[src/rtl/ball_ctrl_pkg.sv]
// Shared types, constants and the velocity-code helper for the ball motion controller.
package ball_ctrl_pkg;

  localparam int unsigned POS_W = 9;
  localparam int unsigned VEL_W = 4;

  typedef enum logic [1:0] {
    SERVE = 2'd0,
    PLAY  = 2'd1,
    EVAL  = 2'd2,
    APPLY = 2'd3
  } state_t;

  localparam logic DIR_RIGHT = 1'b0;
  localparam logic DIR_LEFT  = 1'b1;
  localparam logic DIR_UP    = 1'b0;
  localparam logic DIR_DOWN  = 1'b1;

  // Slip code: center offset by speed, upward for dir=1, downward for dir=0.
  function automatic logic [VEL_W-1:0] vel_encode(input logic [VEL_W-1:0] center,
                                                  input logic             dir,
                                                  input logic [VEL_W-1:0] speed);
    return dir ? VEL_W'(center + speed) : VEL_W'(center - speed);
  endfunction

endpackage

[src/rtl/collision_latch.sv]
// Sticky per-frame collision flags for the four walls and any paddle/brick overlap.
// Ports: clk, reset (sync, active-high), clear (drops all flags), raster position,
// display_on/ball_gfx/obj_gfx pixel inputs; hit_l/r/t/b/o registered flag outputs.
module collision_latch
  import ball_ctrl_pkg::*;
#(
  parameter int unsigned H_ACTIVE = 256,
  parameter int unsigned V_ACTIVE = 240,
  parameter int unsigned BORDER   = 4
) (
  input  logic             clk,
  input  logic             reset,
  input  logic             clear,
  input  logic [POS_W-1:0] hpos,
  input  logic [POS_W-1:0] vpos,
  input  logic             display_on,
  input  logic             ball_gfx,
  input  logic             obj_gfx,
  output logic             hit_l,
  output logic             hit_r,
  output logic             hit_t,
  output logic             hit_b,
  output logic             hit_o
);

  logic lit_c;
  assign lit_c = display_on && ball_gfx;

  // Clear wins over a same-cycle set; it is only asserted outside active video.
  always_ff @(posedge clk) begin
    if (reset || clear) begin
      hit_l <= 1'b0;
      hit_r <= 1'b0;
      hit_t <= 1'b0;
      hit_b <= 1'b0;
      hit_o <= 1'b0;
    end else if (lit_c) begin
      if (hpos <  POS_W'(BORDER))            hit_l <= 1'b1;
      if (hpos >= POS_W'(H_ACTIVE - BORDER)) hit_r <= 1'b1;
      if (vpos <  POS_W'(BORDER))            hit_t <= 1'b1;
      if (vpos >= POS_W'(V_ACTIVE - BORDER)) hit_b <= 1'b1;
      if (obj_gfx)                           hit_o <= 1'b1;
    end
  end

endmodule

[src/rtl/ball_motion_ctrl.sv]
// Per-frame ball motion controller: serve hold, collision resolution in vblank,
// and the horizontal/vertical slip codes for the ball timers.
// Ports: clk, reset (sync, active-high), hpos/vpos raster, display_on, ball_gfx,
// obj_gfx, serve (level); ball_horiz_vel/ball_vert_vel codes, serving, bounce pulse.
module ball_motion_ctrl
  import ball_ctrl_pkg::*;
#(
  parameter int unsigned H_ACTIVE         = 256,
  parameter int unsigned V_ACTIVE         = 240,
  parameter int unsigned BORDER           = 4,
  parameter int unsigned H_CENTER         = 4,
  parameter int unsigned V_CENTER         = 5,
  parameter int unsigned MAX_SPEED        = 3,
  parameter int unsigned HITS_PER_SPEEDUP = 4,
  parameter int unsigned SERVE_FRAMES     = 60
) (
  input  logic             clk,
  input  logic             reset,
  input  logic [POS_W-1:0] hpos,
  input  logic [POS_W-1:0] vpos,
  input  logic             display_on,
  input  logic             ball_gfx,
  input  logic             obj_gfx,
  input  logic             serve,
  output logic [VEL_W-1:0] ball_horiz_vel,
  output logic [VEL_W-1:0] ball_vert_vel,
  output logic             serving,
  output logic             bounce
);

  localparam int unsigned CNT_W = $clog2(SERVE_FRAMES + 1);
  localparam int unsigned HIT_W = $clog2(HITS_PER_SPEEDUP + 1);

  state_t           state, state_n;
  logic [CNT_W-1:0] frame_cnt, frame_cnt_n;
  logic [HIT_W-1:0] hitcnt, hitcnt_n;
  logic [VEL_W-1:0] speed, speed_n;
  logic             hdir, hdir_n, vdir, vdir_n;
  logic [VEL_W-1:0] hvel_n, vvel_n;
  logic             serving_n, bounce_n;
  logic             clear_c, frame_start_c;
  logic             hit_l, hit_r, hit_t, hit_b, hit_o;

  assign frame_start_c = (hpos == '0) && (vpos == POS_W'(V_ACTIVE));

  collision_latch #(
    .H_ACTIVE (H_ACTIVE),
    .V_ACTIVE (V_ACTIVE),
    .BORDER   (BORDER)
  ) u_collision_latch (
    .clk        (clk),
    .reset      (reset),
    .clear      (clear_c),
    .hpos       (hpos),
    .vpos       (vpos),
    .display_on (display_on),
    .ball_gfx   (ball_gfx),
    .obj_gfx    (obj_gfx),
    .hit_l      (hit_l),
    .hit_r      (hit_r),
    .hit_t      (hit_t),
    .hit_b      (hit_b),
    .hit_o      (hit_o)
  );

  // State and output registers.
  always_ff @(posedge clk) begin
    if (reset) begin
      state          <= SERVE;
      frame_cnt      <= '0;
      hitcnt         <= '0;
      speed          <= '0;
      hdir           <= DIR_RIGHT;
      vdir           <= DIR_DOWN;
      ball_horiz_vel <= VEL_W'(H_CENTER);
      ball_vert_vel  <= VEL_W'(V_CENTER);
      serving        <= 1'b1;
      bounce         <= 1'b0;
    end else begin
      state          <= state_n;
      frame_cnt      <= frame_cnt_n;
      hitcnt         <= hitcnt_n;
      speed          <= speed_n;
      hdir           <= hdir_n;
      vdir           <= vdir_n;
      ball_horiz_vel <= hvel_n;
      ball_vert_vel  <= vvel_n;
      serving        <= serving_n;
      bounce         <= bounce_n;
    end
  end

  // Next-state, direction/speed resolution and output codes.
  always_comb begin
    state_n     = state;
    frame_cnt_n = frame_cnt;
    hitcnt_n    = hitcnt;
    speed_n     = speed;
    hdir_n      = hdir;
    vdir_n      = vdir;
    hvel_n      = ball_horiz_vel;
    vvel_n      = ball_vert_vel;
    serving_n   = serving;
    bounce_n    = 1'b0;
    clear_c     = 1'b0;

    case (state)
      SERVE: begin
        if (frame_start_c) begin
          if (serve) begin
            frame_cnt_n = '0;
          end else if (frame_cnt == CNT_W'(SERVE_FRAMES - 1)) begin
            // Launch: drop anything latched while held, start slow, heading right/down.
            state_n     = PLAY;
            frame_cnt_n = '0;
            hitcnt_n    = '0;
            speed_n     = VEL_W'(1);
            hdir_n      = DIR_RIGHT;
            vdir_n      = DIR_DOWN;
            clear_c     = 1'b1;
            serving_n   = 1'b0;
            hvel_n      = vel_encode(VEL_W'(H_CENTER), DIR_RIGHT, VEL_W'(1));
            vvel_n      = vel_encode(VEL_W'(V_CENTER), DIR_DOWN, VEL_W'(1));
          end else begin
            frame_cnt_n = frame_cnt + 1'b1;
          end
        end
      end

      PLAY: begin
        if (frame_start_c) begin
          if (serve) begin
            state_n     = SERVE;
            frame_cnt_n = '0;
            serving_n   = 1'b1;
            hvel_n      = VEL_W'(H_CENTER);
            vvel_n      = VEL_W'(V_CENTER);
          end else begin
            state_n = EVAL;
          end
        end
      end

      EVAL: begin
        state_n = APPLY;
        // Opposite walls in the same frame means the ball straddled; just reverse.
        if (hit_l && hit_r)  hdir_n = ~hdir;
        else if (hit_l)      hdir_n = DIR_RIGHT;
        else if (hit_r)      hdir_n = DIR_LEFT;

        if (hit_t && hit_b)  vdir_n = ~vdir;
        else if (hit_t)      vdir_n = DIR_DOWN;
        else if (hit_b)      vdir_n = DIR_UP;
        else if (hit_o)      vdir_n = ~vdir;

        if (hit_o) begin
          if (hitcnt == HIT_W'(HITS_PER_SPEEDUP - 1)) begin
            hitcnt_n = '0;
            if (speed < VEL_W'(MAX_SPEED)) speed_n = speed + 1'b1;
          end else begin
            hitcnt_n = hitcnt + 1'b1;
          end
        end

        hvel_n   = vel_encode(VEL_W'(H_CENTER), hdir_n, speed_n);
        vvel_n   = vel_encode(VEL_W'(V_CENTER), vdir_n, speed_n);
        bounce_n = (hdir_n != hdir) || (vdir_n != vdir);
      end

      APPLY: begin
        clear_c = 1'b1;
        state_n = PLAY;
      end

      default: state_n = SERVE;
    endcase
  end

endmodule
[config.mk]
export PLATFORM = sky130hd
export DESIGN_NAME = ball_motion_ctrl
export DESIGN_NICKNAME = d
export VERILOG_FILES = /design/src/rtl/ball_ctrl_pkg.sv /design/src/rtl/collision_latch.sv /design/src/rtl/ball_motion_ctrl.sv
export SDC_FILE = /design/constraint.sdc
export NUM_CORES = 1
export LEC_CHECK = 0
export CAP_MARGIN = 20
export CORE_ASPECT_RATIO = 1.1
export CORE_MARGIN = 4
export CORE_UTILIZATION = 42
export CTS_CLUSTER_DIAMETER = 100
export DETAILED_ROUTE_END_ITERATION = 7
export PLACE_DENSITY = 0.75
export SLEW_MARGIN = 20
export SYNTH_ARGS = -nofsm -noshare
export SYNTH_HDL_FRONTEND = slang
export SYNTH_HIERARCHICAL = 1
export SYNTH_SLANG_ARGS = --single-unit
[constraint.sdc]
create_clock -name clk -period 5.2 [get_ports clk]
set_input_delay 1.56 -clock clk [delete_from_list [all_inputs] [get_ports clk]]
set_output_delay 1.56 -clock clk [all_outputs]
set_load 0.02 [all_outputs]
# Word level (Yosys, flattened, before mapping)
# Cells that the tools add are included.
# W data, S select, Z words.
[classes] n_addsub=7 order_cmp=5 n_eq_ne=14 mux=64 n_bitwise=3 reduce_logical=23
[op_table] cell="$mux W4" count=19
[op_table] cell="$mux W6" count=5
[op_table] cell="$pmux W4 S3" count=2
[op_table] cell="$mux W1" count=20
[op_table] cell="$ge A9 B8 Y1 const B" count=2
[op_table] cell="$lt A9 B3 Y1 const B" count=2
[op_table] cell="$mux W3" count=5
[op_table] cell="$pmux W6 S2" count=1
[op_table] cell="$reduce_and A4 Y1" count=3
[op_table] cell="$reduce_and A6 Y1" count=2
[op_table] cell="$mux W2" count=5
[op_table] cell="$ne A2 B2 Y1 const B" count=5
[op_table] cell="$reduce_and A2 Y1" count=5
[op_table] cell="$eq A9 B8 Y1 const B" count=1
[op_table] cell="$logic_not A9 Y1" count=1
[op_table] cell="$add A3 B4 Y4 const A" count=2
[op_table] cell="$pmux W1 S2" count=4
[op_table] cell="$pmux W2 S4" count=1
[op_table] cell="$pmux W4 S2" count=1
[op_table] cell="$sub A3 B4 Y4 const A" count=2
[op_table] cell="$add A6 B1 Y6 const B" count=1
[op_table] cell="$eq A6 B6 Y1 const B" count=1
[op_table] cell="$pmux W3 S2" count=1
[op_table] cell="$reduce_and A5 Y1" count=1
[op_table] cell="15 further kinds" count=24
[totals] regBits=32 output_inout_bits=10

# Longest topological paths before layout
[logic_depth] ltp_word=8 ltp_mapped=9 depth_no_buf=9

# By module
# The synthesis kept the hierarchy.
[by_module_without_submodules] mod="ball_motion_ctrl" instances=1 cells_each=212 area_each_um2=1732.9 seq_area_each_um2=540.5
[by_module_without_submodules] mod="collision_latch" instances=1 cells_each=25 area_each_um2=246.5 seq_area_each_um2=100.1

# Least setup slack after synthesis
# OpenSTA, ideal clock, no wires.
[synth_timing] path_kind="input port to flip-flop" from="in hpos[4]" to="reg frame_cnt[5]" t_arrival_ns=3.089 t_required_ns=5.108 slack_ns=2.019 cell_stages=6 cell_sequence="nor4_1 nand3_1 a2111oi_4 nand4_1 mux2i_1 nor4_1"
[synth_between] elab_chain_cells=4 word_cells_on_any_way=5
[synth_rtl] element="start, declared" line="ball_motion_ctrl.sv:19" rtl="input logic [POS_W-1:0] hpos,"
[synth_rtl] element="$logic_not A9 Y1 *" line="ball_motion_ctrl.sv:44" rtl="assign frame_start_c = (hpos == '0) && (vpos == POS_W'(V_ACTIVE));"
[synth_rtl] element="$logic_and A1 B1 Y1 *" line="ball_motion_ctrl.sv:44"
[synth_rtl] element="$ne A2 B2 Y1 (no source line)"
[synth_rtl] element="$reduce_and A4 Y1 (no source line) *"
[synth_rtl] element="end signal, assigned" line="ball_motion_ctrl.sv:81" rtl="frame_cnt <= frame_cnt_n;"
[synth_rtl] element="end, declared" line="ball_motion_ctrl.sv:35" rtl="logic [CNT_W-1:0] frame_cnt, frame_cnt_n;"
# Mark *: on every way between the ends. The rest lies on a longest branch, timed or not.
# A chain may end at the register's enable or synchronous reset.

# Worst setup path in the final report
[layout_timing] from="in vpos[7]" to="reg ball_horiz_vel[2]"
[layout_between] elab_chain_cells=4 word_cells_on_any_way=5
[layout_rtl] element="start, declared" line="ball_motion_ctrl.sv:20" rtl="input logic [POS_W-1:0] vpos,"
[layout_rtl] element="$eq A9 B8 Y1 *" line="ball_motion_ctrl.sv:44"
[layout_rtl] element="$logic_and A1 B1 Y1 *" line="ball_motion_ctrl.sv:44"
[layout_rtl] element="$ne A2 B2 Y1 (no source line)"
[layout_rtl] element="$reduce_and A6 Y1 (no source line) *"
[layout_rtl] element="end signal, assigned" line="ball_motion_ctrl.sv:75" rtl="ball_horiz_vel <= VEL_W'(H_CENTER);"
[layout_rtl] element="end signal, assigned" line="ball_motion_ctrl.sv:86" rtl="ball_horiz_vel <= hvel_n;"
[layout_rtl] element="end, declared" line="ball_motion_ctrl.sv:25" rtl="output logic [VEL_W-1:0] ball_horiz_vel,"
# Marks and branches as above.

==> metrics.md <==
| Metric | Value |
|---|---|
| Routed Antenna Nets | 0 |
| CP startpoint kind | primary input |
| Sum of routed wire length over all layers | 4638 um |
| Total GRT Usage | 16.88% |
| Number of distinct library cells after synthesis | 56 |
| Worst min-delay path class | register to register |
| Data arrival, critical path | 3940 ps |
| Synthesized area | 1979 um^2 |
| Required time at the endpoint of the critical path | approximately 5400 ps |
| Final Setup Violations | 0 |
| Post-CTS Resized | 0 |
| Half-perimeter wire length of the detailed placement result | 3417 um |
| Clock tree skew after final layout | 4.016 ps |
| Worst-Skew Late Latency | 280 ps |
| Worst hold-check slack | 452.2 ps |
| Buffer cell driving the clock tree root | clkbuf_8 |
| Initial core utilization | 44.88% |
| Busiest layer in global routing | met2 |
| Count of boundary I/O pins | 34 |
| Number of clock sinks seen by CTS | 32 |
| Register clock-pin slew on the reported worst setup and hold paths | 60 ps |
| Antenna violations before repair | 0 |
| Maximum single-stage delay on the critical path | just over 800 ps |
| Total inserted antenna cells | 0 |
| Leading cell types by total area after synthesis | dfxtp_1 32%, ha_1 5.7%, nor2_1 4.9% |
| Most area-hungry cell type in the Yosys netlist | dfxtp_1 |
| Number of buffers inserted during clock tree synthesis | 5 |
| Most frequent standard cell in the layout excluding fill and tap cells | clkdlybuf4s50_1 |
| Slowest stage cell on the critical path | o22ai_1 |
| Achievable clock frequency | 0.2654 GHz |
| Nets@finish | 302 |
| Pre-CTS setup slack | ~1200 ps |
| Unrepaired setup endpoints after global routing | false |
| Met3 routing resource usage after global routing | 5.164% |
| Buffers and inverters on the worst path | 1 |
| Pre-antenna DRT Iters | 4 |
| Global-route wire length before repair | 7817 um |
| Register share of total power | 50.6% |
| Worst Setup End Kind | register |
| Count of port buffers added during placement | 33 |
| Yosys warns | 6 |
| Vias/cell | 5.854 |
| Setup Crit Path Kind | primary input to register |
| Maximum level of the CTS H-tree | 2 |
| Per-instance average area after synthesis | roughly 8.4 um^2 |
| Hold Violations, Final | 0 |
| Pwr per Cell Area | 206.1 nW/um^2 |
| Tot Pwr | 498.0 uW |
| Final worst path period need | 3768 ps |
| Headroom to the max-slew limit | about 24% |
| Post-CTS Setup Repair Bufs | 0 |
| Met2 routing resource usage after global routing | between 20 and 30% |
| Height of the chip | approximately 80 um |
| Number of flops mapped to enable cells by yosys | 0 |
| Proportion of netlist area held by the largest area contributor | 32.36% |
| Portion of the clock cycle consumed by the worst path in the final layout | between 70% and 80% |
| Via count | 1,891 |
| Worst Path Max Fanout | 16 |
| Most frequent cells in the layout | 33 x clkdlybuf4s50_1, 32 x dfxtp_1, 26 x nor2_1 |
| Final-report max-slew violation count | 0 |
| Drt drc | 0 |
| Global Route met1 Usage | 20.66% |
| Status | finished clean |
| Weighted congestion at the end of routability-driven global placement | roughly 0.86 |
| Synth Register Bits | 32 |
| Mean routed wirelength per cell | 14.36 um |
| Core Rows | 25 |
| Internal | 371.4 uW |
| Part of the total power dissipated in the clock network | a little over a third |
| Hold-fix buffers at CTS | 0 |
| Leakage power of the design | 0.8493 nW |
| Number of buffers on the longest clock path | 2 |
| Slack of the critical path | around 1400 ps |
| Number of max-cap violations | 0 |
| TritonCTS clock tree | yes |
| Via count of the first global-routing pass | 1,752 |
| Slew of the pin with the lowest slew margin | 1134 ps |
| Die outline area | 5876 um^2 |
| Sum of negative setup slack | 0 ps |
| Standard cell core area | 4410 um^2 |
| Switching part of the total power | 25.42% |
| Combinational power share | 14.0% |
| Cells along the critical path | clkdlybuf4s50_1, and4_1, nand2_1, nor3_1, o22ai_1, nor3b_1, a221o_1 |
| Largest net degree at the start of global routing | 30 |
| Sequential fraction of the synthesis area | 32.36% |
| Post-Layout Cell Count | 323 |
| Synthesized instance count | 237 |
| Total net switching power | 126.6 uW |
| Peak VDD IR | 181.9 uV |
| Flip-flop cell with the highest count after synthesis | dfxtp_1 |
| Minimum setup slack among reg-to-reg paths | 2420 ps |
| Worst path top cell family by delay | compound AO/OA/AOI/OAI gates |
| Overall overflow remaining after global route | 0 |
| Total nets after synthesis | 270 |
| Share of final-layout standard cells stronger than drive strength 1 | 6.691% |
| Area growth from synthesis to final layout | 22.06% |
| Share of flip-flops with an asynchronous set or reset | 0% |
| Starting DRT DRC Count | roughly 190 |
| Placed cell count | approximately 320 |
| Die span in x | 73.46 um |
cells in the mapped netlist, types with 3 or more instances:
library cell and instances:
nor3b_1 3, o31ai_1 4, nand3_1 5, a31oi_1 5, ha_1 9, nor2_1 26, xor2_1 3, a21oi_1 12
nand2_1 18, nor2b_1 3, xnor2_1 5, and4_1 3, inv_1 11, nor4_1 8, nand2b_1 3, or3_1 5
dfxtp_1 32, nand3b_1 4, nor3_1 12, clkbuf_1 6, o21ai_0 9, mux2i_1 6, o2111ai_1 3
worst paths after layout:
check,start,endpoint,cells past startpoint
min,ball_horiz_vel[3],ball_horiz_vel[3],2
max reg2reg,speed[0],ball_vert_vel[2],9
max,vpos[7],ball_horiz_vel[2],7
min reg2reg,ball_horiz_vel[3],ball_horiz_vel[3],2
cell families (layout without fill, tap and decap cells):
| kind of cell | count (synthesis) | in the layout | share of synthesized area [%] |
|---|---|---|---|
| xor+xnor | 8 | 8 | 3.540 |
| simple gates | 102 | 102 | 28.45 |
| compound gates | 59 | 59 | 22.12 |
| mux | 7 | 7 | 3.603 |
| fa+ha+maj | 9 | 9 | 5.689 |
| flops | 32 | 32 | 32.36 |
| buf+inv | 20 | 52 | 4.235 |
cell type report:
type	instances	area [um^2]
Sequential cell	32	640.6
Inverter	12	45.04
Timing Repair Buffer	33	330.3
Clock buffer	6	72.57
Tap cell	54	67.56
Fill cell	404	1994
Clock inverter	1	5.005
Multi-Input combinational cell	185	1255
sequential cells by signal, indices dropped and copies added (netlist names), 2 cells and up:
signal	count
frame_cnt	6
ball_horiz_vel	4
ball_vert_vel	4
speed	4
hitcnt	3
state	2
tightest hold or removal path: cells and delay by family, from the launching register on:
| kind | cells | cell delay, ps |
|---|---|---|
| AOI/OAI and AO/OA | 1 | 50 |
| DFF | 1 | 310 |
| and+or+nand+nor | 1 | 50 |
stage by stage:
step                      util, %  area (um^2)
final                       54.78         2416
after global routing        54.78         2416
after CTS                   54.78         2416
after detailed placement    53.02         2338
after global placement      53.02         2338
after floorplan                 -         1979
power by group through the flow:
stage | Combinational [mW] | Sequential [mW] | Clock (mW)
floorplan | 0.0349 | 0.258 | 0
global placement | 0.0681 | 0.257 | 0
detailed placement | 0.0686 | 0.257 | 0
CTS | 0.0693 | 0.252 | 0.182
global route | 0.0749 | 0.253 | 0.194
finish | 0.0696 | 0.252 | 0.176
routing by layer:
layer | part of all wire, % | routed length [um] | up-vias
met4 | 1.6 | 74 | 0
met1 | 45 | 2087 | 893
met3 | 4.4 | 203 | 8
li1 | - | - | 946
met2 | 49 | 2273 | 44
met5 | 0 | 0 | -
No activity file was read; power rests on OpenSTA's default activity.
